$ cat src/rtl/ps2_scode_evt_if.sv
// Event output bus of the PS/2 scan-code event decoder.
//   evt_code  : code byte of the FIFO head (0 when empty)
//   evt_ext   : head event carried the extended prefix
//   evt_brk   : head event is a key release
//   evt_valid : FIFO non-empty
//   evt_ready : consumer accepts the head when evt_valid is also high
// master = event producer (decoder), slave = event consumer.
interface ps2_scode_evt_if;
    logic [7:0] evt_code;
    logic       evt_ext;
    logic       evt_brk;
    logic       evt_valid;
    logic       evt_ready;

    modport master (
        output evt_code,
        output evt_ext,
        output evt_brk,
        output evt_valid,
        input  evt_ready
    );

    modport slave (
        input  evt_code,
        input  evt_ext,
        input  evt_brk,
        input  evt_valid,
        output evt_ready
    );
endinterface

$ cat src/rtl/ps2_scode_evt.sv
// PS/2 set-2 scan-code event decoder.
// Tracks the extended (E0) and break (F0) prefixes in the received byte stream and queues
// one tagged event {ext, brk, code} per key action into a show-ahead FIFO.
// Ports:
//   clk, rst  : clock, synchronous active-high reset
//   scode     : received scan-code byte, qualified by scode_en (one-cycle strobe)
//   evt       : event output bus (head of FIFO, valid/ready handshake)
//   evt_cnt   : current FIFO occupancy
//   err       : sticky flags {overflow, bad prefix order, double E0, double F0}
//   err_clr   : clears err; an error raised in the same cycle still sets its bit
module ps2_scode_evt #(
    parameter logic [7:0]  BREAK_CODE = 8'hF0,
    parameter logic [7:0]  EXT_CODE   = 8'hE0,
    parameter bit          EMIT_BREAK = 1'b1,
    parameter int unsigned DEPTH      = 4,
    localparam int unsigned CntW      = $clog2(DEPTH + 1)
) (
    input  logic                  clk,
    input  logic                  rst,
    input  logic [7:0]            scode,
    input  logic                  scode_en,
    ps2_scode_evt_if.master       evt,
    output logic [CntW-1:0]       evt_cnt,
    output logic [3:0]            err,
    input  logic                  err_clr
);

    localparam int unsigned PtrW = $clog2(DEPTH);

    typedef enum logic [1:0] {StIdle, StExt, StBrk, StExtBrk} state_e;

    state_e          state_q, state_d;
    logic [9:0]      mem_q [DEPTH];
    logic [9:0]      mem_d [DEPTH];
    logic [PtrW-1:0] wr_ptr_q, wr_ptr_d;
    logic [PtrW-1:0] rd_ptr_q, rd_ptr_d;
    logic [CntW-1:0] cnt_q, cnt_d;
    logic [3:0]      err_q, err_d;

    logic            push;
    logic            push_ext;
    logic            push_brk;
    logic [2:0]      seq_err;
    logic            empty;
    logic            full;
    logic            pop;
    logic            wr_en;
    logic            overflow;
    logic [9:0]      head;

    // Prefix decoder
    always_comb begin
        state_d  = state_q;
        push     = 1'b0;
        push_ext = 1'b0;
        push_brk = 1'b0;
        seq_err  = 3'b000;
        if (scode_en) begin
            case (state_q)
                StIdle: begin
                    if (scode == EXT_CODE) begin
                        state_d = StExt;
                    end else if (scode == BREAK_CODE) begin
                        state_d = StBrk;
                    end else begin
                        push = 1'b1;
                    end
                end
                StExt: begin
                    if (scode == BREAK_CODE) begin
                        state_d = StExtBrk;
                    end else if (scode == EXT_CODE) begin
                        seq_err[1] = 1'b1;
                    end else begin
                        push     = 1'b1;
                        push_ext = 1'b1;
                        state_d  = StIdle;
                    end
                end
                StBrk: begin
                    if (scode == BREAK_CODE) begin
                        seq_err[0] = 1'b1;
                    end else if (scode == EXT_CODE) begin
                        seq_err[2] = 1'b1;
                        state_d    = StIdle;
                    end else begin
                        push     = EMIT_BREAK;
                        push_brk = 1'b1;
                        state_d  = StIdle;
                    end
                end
                StExtBrk: begin
                    if (scode == BREAK_CODE || scode == EXT_CODE) begin
                        seq_err[2] = 1'b1;
                    end else begin
                        push     = EMIT_BREAK;
                        push_ext = 1'b1;
                        push_brk = 1'b1;
                    end
                    state_d = StIdle;
                end
                default: state_d = StIdle;
            endcase
        end
    end

    // Event FIFO
    assign empty    = (cnt_q == '0);
    assign full     = (cnt_q == CntW'(DEPTH));
    assign pop      = !empty && evt.evt_ready;
    // A full FIFO still accepts a push when the head leaves in the same cycle.
    assign wr_en    = push && (!full || pop);
    assign overflow = push && full && !pop;
    assign head     = mem_q[rd_ptr_q];

    always_comb begin
        mem_d    = mem_q;
        wr_ptr_d = wr_ptr_q;
        rd_ptr_d = rd_ptr_q;
        cnt_d    = cnt_q;
        if (wr_en) begin
            mem_d[wr_ptr_q] = {push_ext, push_brk, scode};
            wr_ptr_d        = wr_ptr_q + 1'b1;
        end
        if (pop) begin
            rd_ptr_d = rd_ptr_q + 1'b1;
        end
        case ({wr_en, pop})
            2'b10:   cnt_d = cnt_q + 1'b1;
            2'b01:   cnt_d = cnt_q - 1'b1;
            default: cnt_d = cnt_q;
        endcase
    end

    // Sticky errors; a clear still lets this cycle's new errors through.
    always_comb begin
        err_d = err_clr ? 4'b0000 : err_q;
        err_d = err_d | {overflow, seq_err};
    end

    always_ff @(posedge clk) begin
        if (rst) begin
            state_q  <= StIdle;
            wr_ptr_q <= '0;
            rd_ptr_q <= '0;
            cnt_q    <= '0;
            err_q    <= 4'b0000;
        end else begin
            state_q  <= state_d;
            wr_ptr_q <= wr_ptr_d;
            rd_ptr_q <= rd_ptr_d;
            cnt_q    <= cnt_d;
            err_q    <= err_d;
        end
    end

    // Storage needs no reset: outputs are masked while the FIFO is empty.
    always_ff @(posedge clk) begin
        mem_q <= mem_d;
    end

    assign evt.evt_valid = !empty;
    assign evt.evt_code  = empty ? 8'h00 : head[7:0];
    assign evt.evt_brk   = empty ? 1'b0 : head[8];
    assign evt.evt_ext   = empty ? 1'b0 : head[9];
    assign evt_cnt       = cnt_q;
    assign err           = err_q;

endmodule

$ cat src/flat_wrapper.sv
// flat-port wrapper written by rule: the top's interface ports become plain ports
module ps2_scode_evt_flat 
#(
    parameter logic [7:0]  BREAK_CODE = 8'hF0,
    parameter logic [7:0]  EXT_CODE   = 8'hE0,
    parameter bit          EMIT_BREAK = 1'b1,
    parameter int unsigned DEPTH      = 4,
    localparam int unsigned CntW      = $clog2(DEPTH + 1)
)
  (clk, rst, scode, scode_en, evt_cnt, err, err_clr, evt_evt_code, evt_evt_ext, evt_evt_brk, evt_evt_valid, evt_evt_ready);
  ps2_scode_evt_if evt_i ();
  input  logic clk;
  input  logic rst;
  input  logic [7:0] scode;
  input  logic scode_en;
  output logic [CntW-1:0] evt_cnt;
  output logic [3:0] err;
  input  logic err_clr;
  output wire logic [$bits(evt_i.evt_code)-1:0] evt_evt_code;
  output wire logic [$bits(evt_i.evt_ext)-1:0] evt_evt_ext;
  output wire logic [$bits(evt_i.evt_brk)-1:0] evt_evt_brk;
  output wire logic [$bits(evt_i.evt_valid)-1:0] evt_evt_valid;
  input wire logic [$bits(evt_i.evt_ready)-1:0] evt_evt_ready;
  assign evt_evt_code = evt_i.evt_code;
  assign evt_evt_ext = evt_i.evt_ext;
  assign evt_evt_brk = evt_i.evt_brk;
  assign evt_evt_valid = evt_i.evt_valid;
  assign evt_i.evt_ready = evt_evt_ready;
  ps2_scode_evt #(.BREAK_CODE(BREAK_CODE), .EXT_CODE(EXT_CODE), .EMIT_BREAK(EMIT_BREAK), .DEPTH(DEPTH)) u_core (.clk(clk), .rst(rst), .scode(scode), .scode_en(scode_en), .evt(evt_i), .evt_cnt(evt_cnt), .err(err), .err_clr(err_clr));
endmodule
$ cat config.mk
export PLATFORM = sky130hd
export DESIGN_NAME = ps2_scode_evt_flat
export DESIGN_NICKNAME = d
export VERILOG_FILES = /design/src/rtl/ps2_scode_evt_if.sv /design/src/rtl/ps2_scode_evt.sv /design/src/flat_wrapper.sv
export SDC_FILE = /design/constraint.sdc
export NUM_CORES = 1
export LEC_CHECK = 0
export BUFFER_PORTS_ARGS = -buffer_cell sky130_fd_sc_hd__buf_2
export CORE_MARGIN = 2
export CORE_UTILIZATION = 55
export CTS_CLUSTER_SIZE = 40
export DETAILED_ROUTE_END_ITERATION = 10
export PLACE_DENSITY = 0.83
export SYNTH_ARGS = -nofsm -noshare
export SYNTH_HDL_FRONTEND = slang
export SYNTH_SLANG_ARGS = --single-unit
$ cat constraint.sdc
create_clock -name clk -period 2.9 [get_ports clk]
set_input_delay 0.29 -clock clk [delete_from_list [all_inputs] [get_ports clk]]
set_output_delay 0.29 -clock clk [all_outputs]
set_load 0.1 [all_outputs]
==> metrics.yaml <==
worstPathArrival_ps: 2670
ys_top_cells_by_area: "sky130_fd_sc_hd__edfxtp_1 53%, sky130_fd_sc_hd__dfxtp_1 11%, sky130_fd_sc_hd__mux4_2 9.9%"
setup-tns-final_ps: 0
placementRows: 23
report.final.hold_viol_count: 0
final_max_tran_viols: 0
die_width_um: 68.2
min_delay_worst_endpoint: "u_core.mem_q[5]"
total_grt_overflow: 0
worst_path_largest_cell_delay_ps: 470
synth_xor_xnor_area_share_pct: 1.55
crit_path_cell_trace: "nor4b_2 -> a211oi_4 -> inv_1 -> ha_1 -> inv_1 -> fa_1 -> xor2_1 -> or3_1 -> a21oi_1"
power.static_leakage_uw: 0.000965
clk_pin_slew_ps: 90
crit_path_end_kind: "register"
syn_to_final_growth_pct: 13.4
post_layout_nonfiller_instances: 234
worstPathBufferInverterCount: 2
synth_enable_flop_cells: 40
grtUsageTotal_pct: 18.5
hold_path_depth: 1
cell_type_with_the_highest_occurrence_count_on_the_critical_path: "sky130_fd_sc_hd__inv_1"
timing.hold.worst.start: "scode[5]"
final_layout_size_suffix_gt1_share_pct: 30.4
cts.htree.levels: 2
post-route-util_pct: 64.7
rsz_0062_raised_after_global_routing: "no"
maximum_number_of_pins_on_one_net_before_global_route_repair: 17
synthesis.instances: 148
detailroute.via_count: 1282
crit_path_max_fanout: 7
fin_worst_skew_ps: 3.24
route.antenna.remaining_nets: 0
critical_path.startpoint_type: "register"
fill_cells: 279
first_pass_iters: 4
max-clock-path-buffers: 2
synth_compound_gate_area_share_pct: 5.75
post_cts.resized_instances: 0
dieArea_um2: 4650
number_of_clock_buffers_inserted_by_tritoncts: 5
placed_cells_incl_taps: 226
post-cts-setup-buffers: 0
period_share_pct: 84.1
total_nets_after_synthesis: 167
clock_sinks: 53
numPortBuffers: 30
crit_reg_reg_endpoint: "u_core.evt_cnt[2]"
finalPower_uw: 2630
cts.hold.buffers_added: 0
netlist-cell-type-count: 34
antenna-diode-count: 0
ys_async_sr_fraction_pct: 0
place_hpwl_um: 2710
synthMuxAreaShare_pct: 10.9
power-per-cell-area_nw_per_um2: 1030
worstHoldPathType: "input port to register"
grt_pass1_wl_um: 5950
syn-mean-instance-area_um2: 15.3
synth_simple_gate_area_share_pct: 10.8
synth.top_cell.area_share_pct: 53.0
max_slew.worst_pin.slew_ps: 732
ff2ff_path_depth: 9
start_util_pct: 57.0
top_ff_cell_synth: "sky130_fd_sc_hd__edfxtp_1"
cp_data_required_time_ps: 3130
synth.cell_area_um2: 2260
post_synth_fa_ha_maj_area_fraction_pct: 3.65
status: "finished, final reports clean"
synth.ff_latch_count: 53
ctsRootBufferMaster: "sky130_fd_sc_hd__clkbuf_8"
synth_largest_area_cell: "sky130_fd_sc_hd__edfxtp_1"
slowest_stage: "sky130_fd_sc_hd__nor4b_2"
dieHeight_um: 68.2
main_combinational_cell_family_by_area_after_synthesis: "multiplexers"
coreArea_um2: 3970
fin_crit_ps: 2440
clock.fmax_ghz: 0.410
cts_tree: "done"
layout.nets: 202
wl_um: 3840
drt-wirelength-per-cell_um: 16.4
synthMostInstantiatedCell: "sky130_fd_sc_hd__edfxtp_1"
max_ir_drop_vdd_mv: 0.462
ys_top_cells_by_count: "40 x sky130_fd_sc_hd__edfxtp_1, 13 x sky130_fd_sc_hd__dfxtp_1, 12 x sky130_fd_sc_hd__inv_1, 10 x sky130_fd_sc_hd__mux4_2, 10 x sky130_fd_sc_hd__nor2b_1"
drc_errors: 0
setup_viol: 0
critPathTopFamily: "simple AND/OR/NAND/NOR gates"
floorplan.io_pins: 31
setup.worst_path.class: "register to register"
r2r_start: "u_core.evt_cnt[2]"
grt_antenna_before_repair: 0
dr.first_iter.drc_count: 78
drv.max_cap_violation_count: 0
clk_latency_ps: 300
first_global_vias: 1249
timing.reg2reg.setup_slack_ps: 460
synth_seq_area_share_pct: 64.5
via_per_inst: 5.48
hold_ws_ps: 224
max_slew_margin_pct: 51.1
gpl.final_weighted_congestion: 0.756
yosysWarningCount: 0
final cells by class:
type                    count  area (um^2)  area share, %
well taps                  50         62.6           2.44
inverters                  12         45.0           1.75
clock buffers               6         82.6           3.21
repair buffers             32          165           6.43
flip-flops and latches     53         1460           56.9
clock inverters             2         13.8          0.536
multi-input cells          79          738           28.7
kinds of logic (layout without fill, tap and decap cells):
group / count (synthesis) / in the layout
AO/OA/AOI/OAI: 15 / 15
XOR/XNOR: 4 / 4
adder cells (fa/ha/maj): 6 / 6
buffers and inverters: 16 / 52
flip-flops: 53 / 53
multiplexers: 12 / 12
AND/OR/NAND/NOR: 42 / 42
layout by cell type, fill, tap and decap left out:
| cell | Yosys | layout |
|---|---|---|
| sky130_fd_sc_hd__a211oi_4 | 1 | 1 |
| sky130_fd_sc_hd__a21boi_0 | 1 | 1 |
| sky130_fd_sc_hd__a21oi_1 | 5 | 5 |
| sky130_fd_sc_hd__a31oi_1 | 1 | 1 |
| sky130_fd_sc_hd__a32o_1 | 1 | 1 |
| sky130_fd_sc_hd__and2_1 | 6 | 6 |
| sky130_fd_sc_hd__and3_1 | 1 | 1 |
| sky130_fd_sc_hd__buf_2 | 1 | 30 |
| sky130_fd_sc_hd__buf_4 | 1 | 2 |
| sky130_fd_sc_hd__clkbuf_8 | 0 | 6 |
| sky130_fd_sc_hd__clkinv_2 | 0 | 1 |
| sky130_fd_sc_hd__clkinv_4 | 0 | 1 |
| sky130_fd_sc_hd__dfxtp_1 | 13 | 13 |
| sky130_fd_sc_hd__edfxtp_1 | 40 | 40 |
| sky130_fd_sc_hd__fa_1 | 1 | 1 |
| sky130_fd_sc_hd__ha_1 | 5 | 5 |
| sky130_fd_sc_hd__inv_1 | 12 | 12 |
| sky130_fd_sc_hd__mux2_1 | 1 | 1 |
| sky130_fd_sc_hd__mux2i_1 | 1 | 1 |
| sky130_fd_sc_hd__mux4_2 | 10 | 10 |
| sky130_fd_sc_hd__nand2_1 | 7 | 7 |
| sky130_fd_sc_hd__nand2_2 | 1 | 1 |
| sky130_fd_sc_hd__nand2b_1 | 1 | 1 |
| sky130_fd_sc_hd__nand4_1 | 2 | 2 |
| sky130_fd_sc_hd__nor2_1 | 9 | 9 |
| sky130_fd_sc_hd__nor2b_1 | 10 | 10 |
| sky130_fd_sc_hd__nor3_1 | 2 | 2 |
| sky130_fd_sc_hd__nor4_4 | 1 | 1 |
| sky130_fd_sc_hd__nor4b_2 | 1 | 1 |
| sky130_fd_sc_hd__o21ai_0 | 1 | 1 |
| sky130_fd_sc_hd__o311ai_0 | 1 | 1 |
| sky130_fd_sc_hd__o31ai_1 | 2 | 2 |
| sky130_fd_sc_hd__o41ai_2 | 2 | 2 |
| sky130_fd_sc_hd__or3_1 | 1 | 1 |
| sky130_fd_sc_hd__xor2_1 | 4 | 4 |
registers in the layout, indices dropped and copies added, names as in the netlist:
| name | cells |
|---|---|
| u_core.err | 4 |
| u_core.evt_cnt | 3 |
| u_core.mem_q | 40 |
| u_core.rd_ptr_q | 2 |
| u_core.state_q | 2 |
| u_core.wr_ptr_q | 2 |
power by group:
| part | switching (uW) | leakage, uW | total (uW) | internal (uW) |
|---|---|---|---|---|
| sequential | 82.9 | 0.000481 | 967 | 884 |
| clock | 224 | 0.0000512 | 418 | 194 |
| combinational | 978 | 0.000433 | 1250 | 271 |
| total | 1280 | 0.000965 | 2630 | 1350 |
routing by layer:
metal  up-vias  wire, um  track usage (%)
met5         -         0                0
met4         0        23             9.00
met3         2       187             3.95
met2        37      1930             31.2
met1       627      1700             22.7
li1        616         -                -
metrics by stage:
| stage | setup WS [ps] | instance area, um^2 |
|---|---|---|
| floorplan | -188 | 2260 |
| global placement | 525 | 2470 |
| detailed placement | 429 | 2470 |
| CTS | 431 | 2570 |
| global route | 317 | 2570 |
| finish | 460 | 2570 |
how the worst max path moves through the flow:
stage          cells after the start  slack, ps                end               start
2_1_floorplan                      3       -190        evt_evt_brk   u_core.evt_cnt[0]
3_3_place_gp                      10        520  u_core.evt_cnt[2]            scode[3]
3_5_place_dp                      10        430  u_core.evt_cnt[2]            scode[3]
4_1_cts                            3        430        evt_evt_brk  u_core.rd_ptr_q[0]
5_1_grt                            9        320  u_core.evt_cnt[2]   u_core.evt_cnt[0]
6_report                           9        460  u_core.evt_cnt[2]   u_core.evt_cnt[2]
Note: power is estimated with default switching activity, not from simulation.
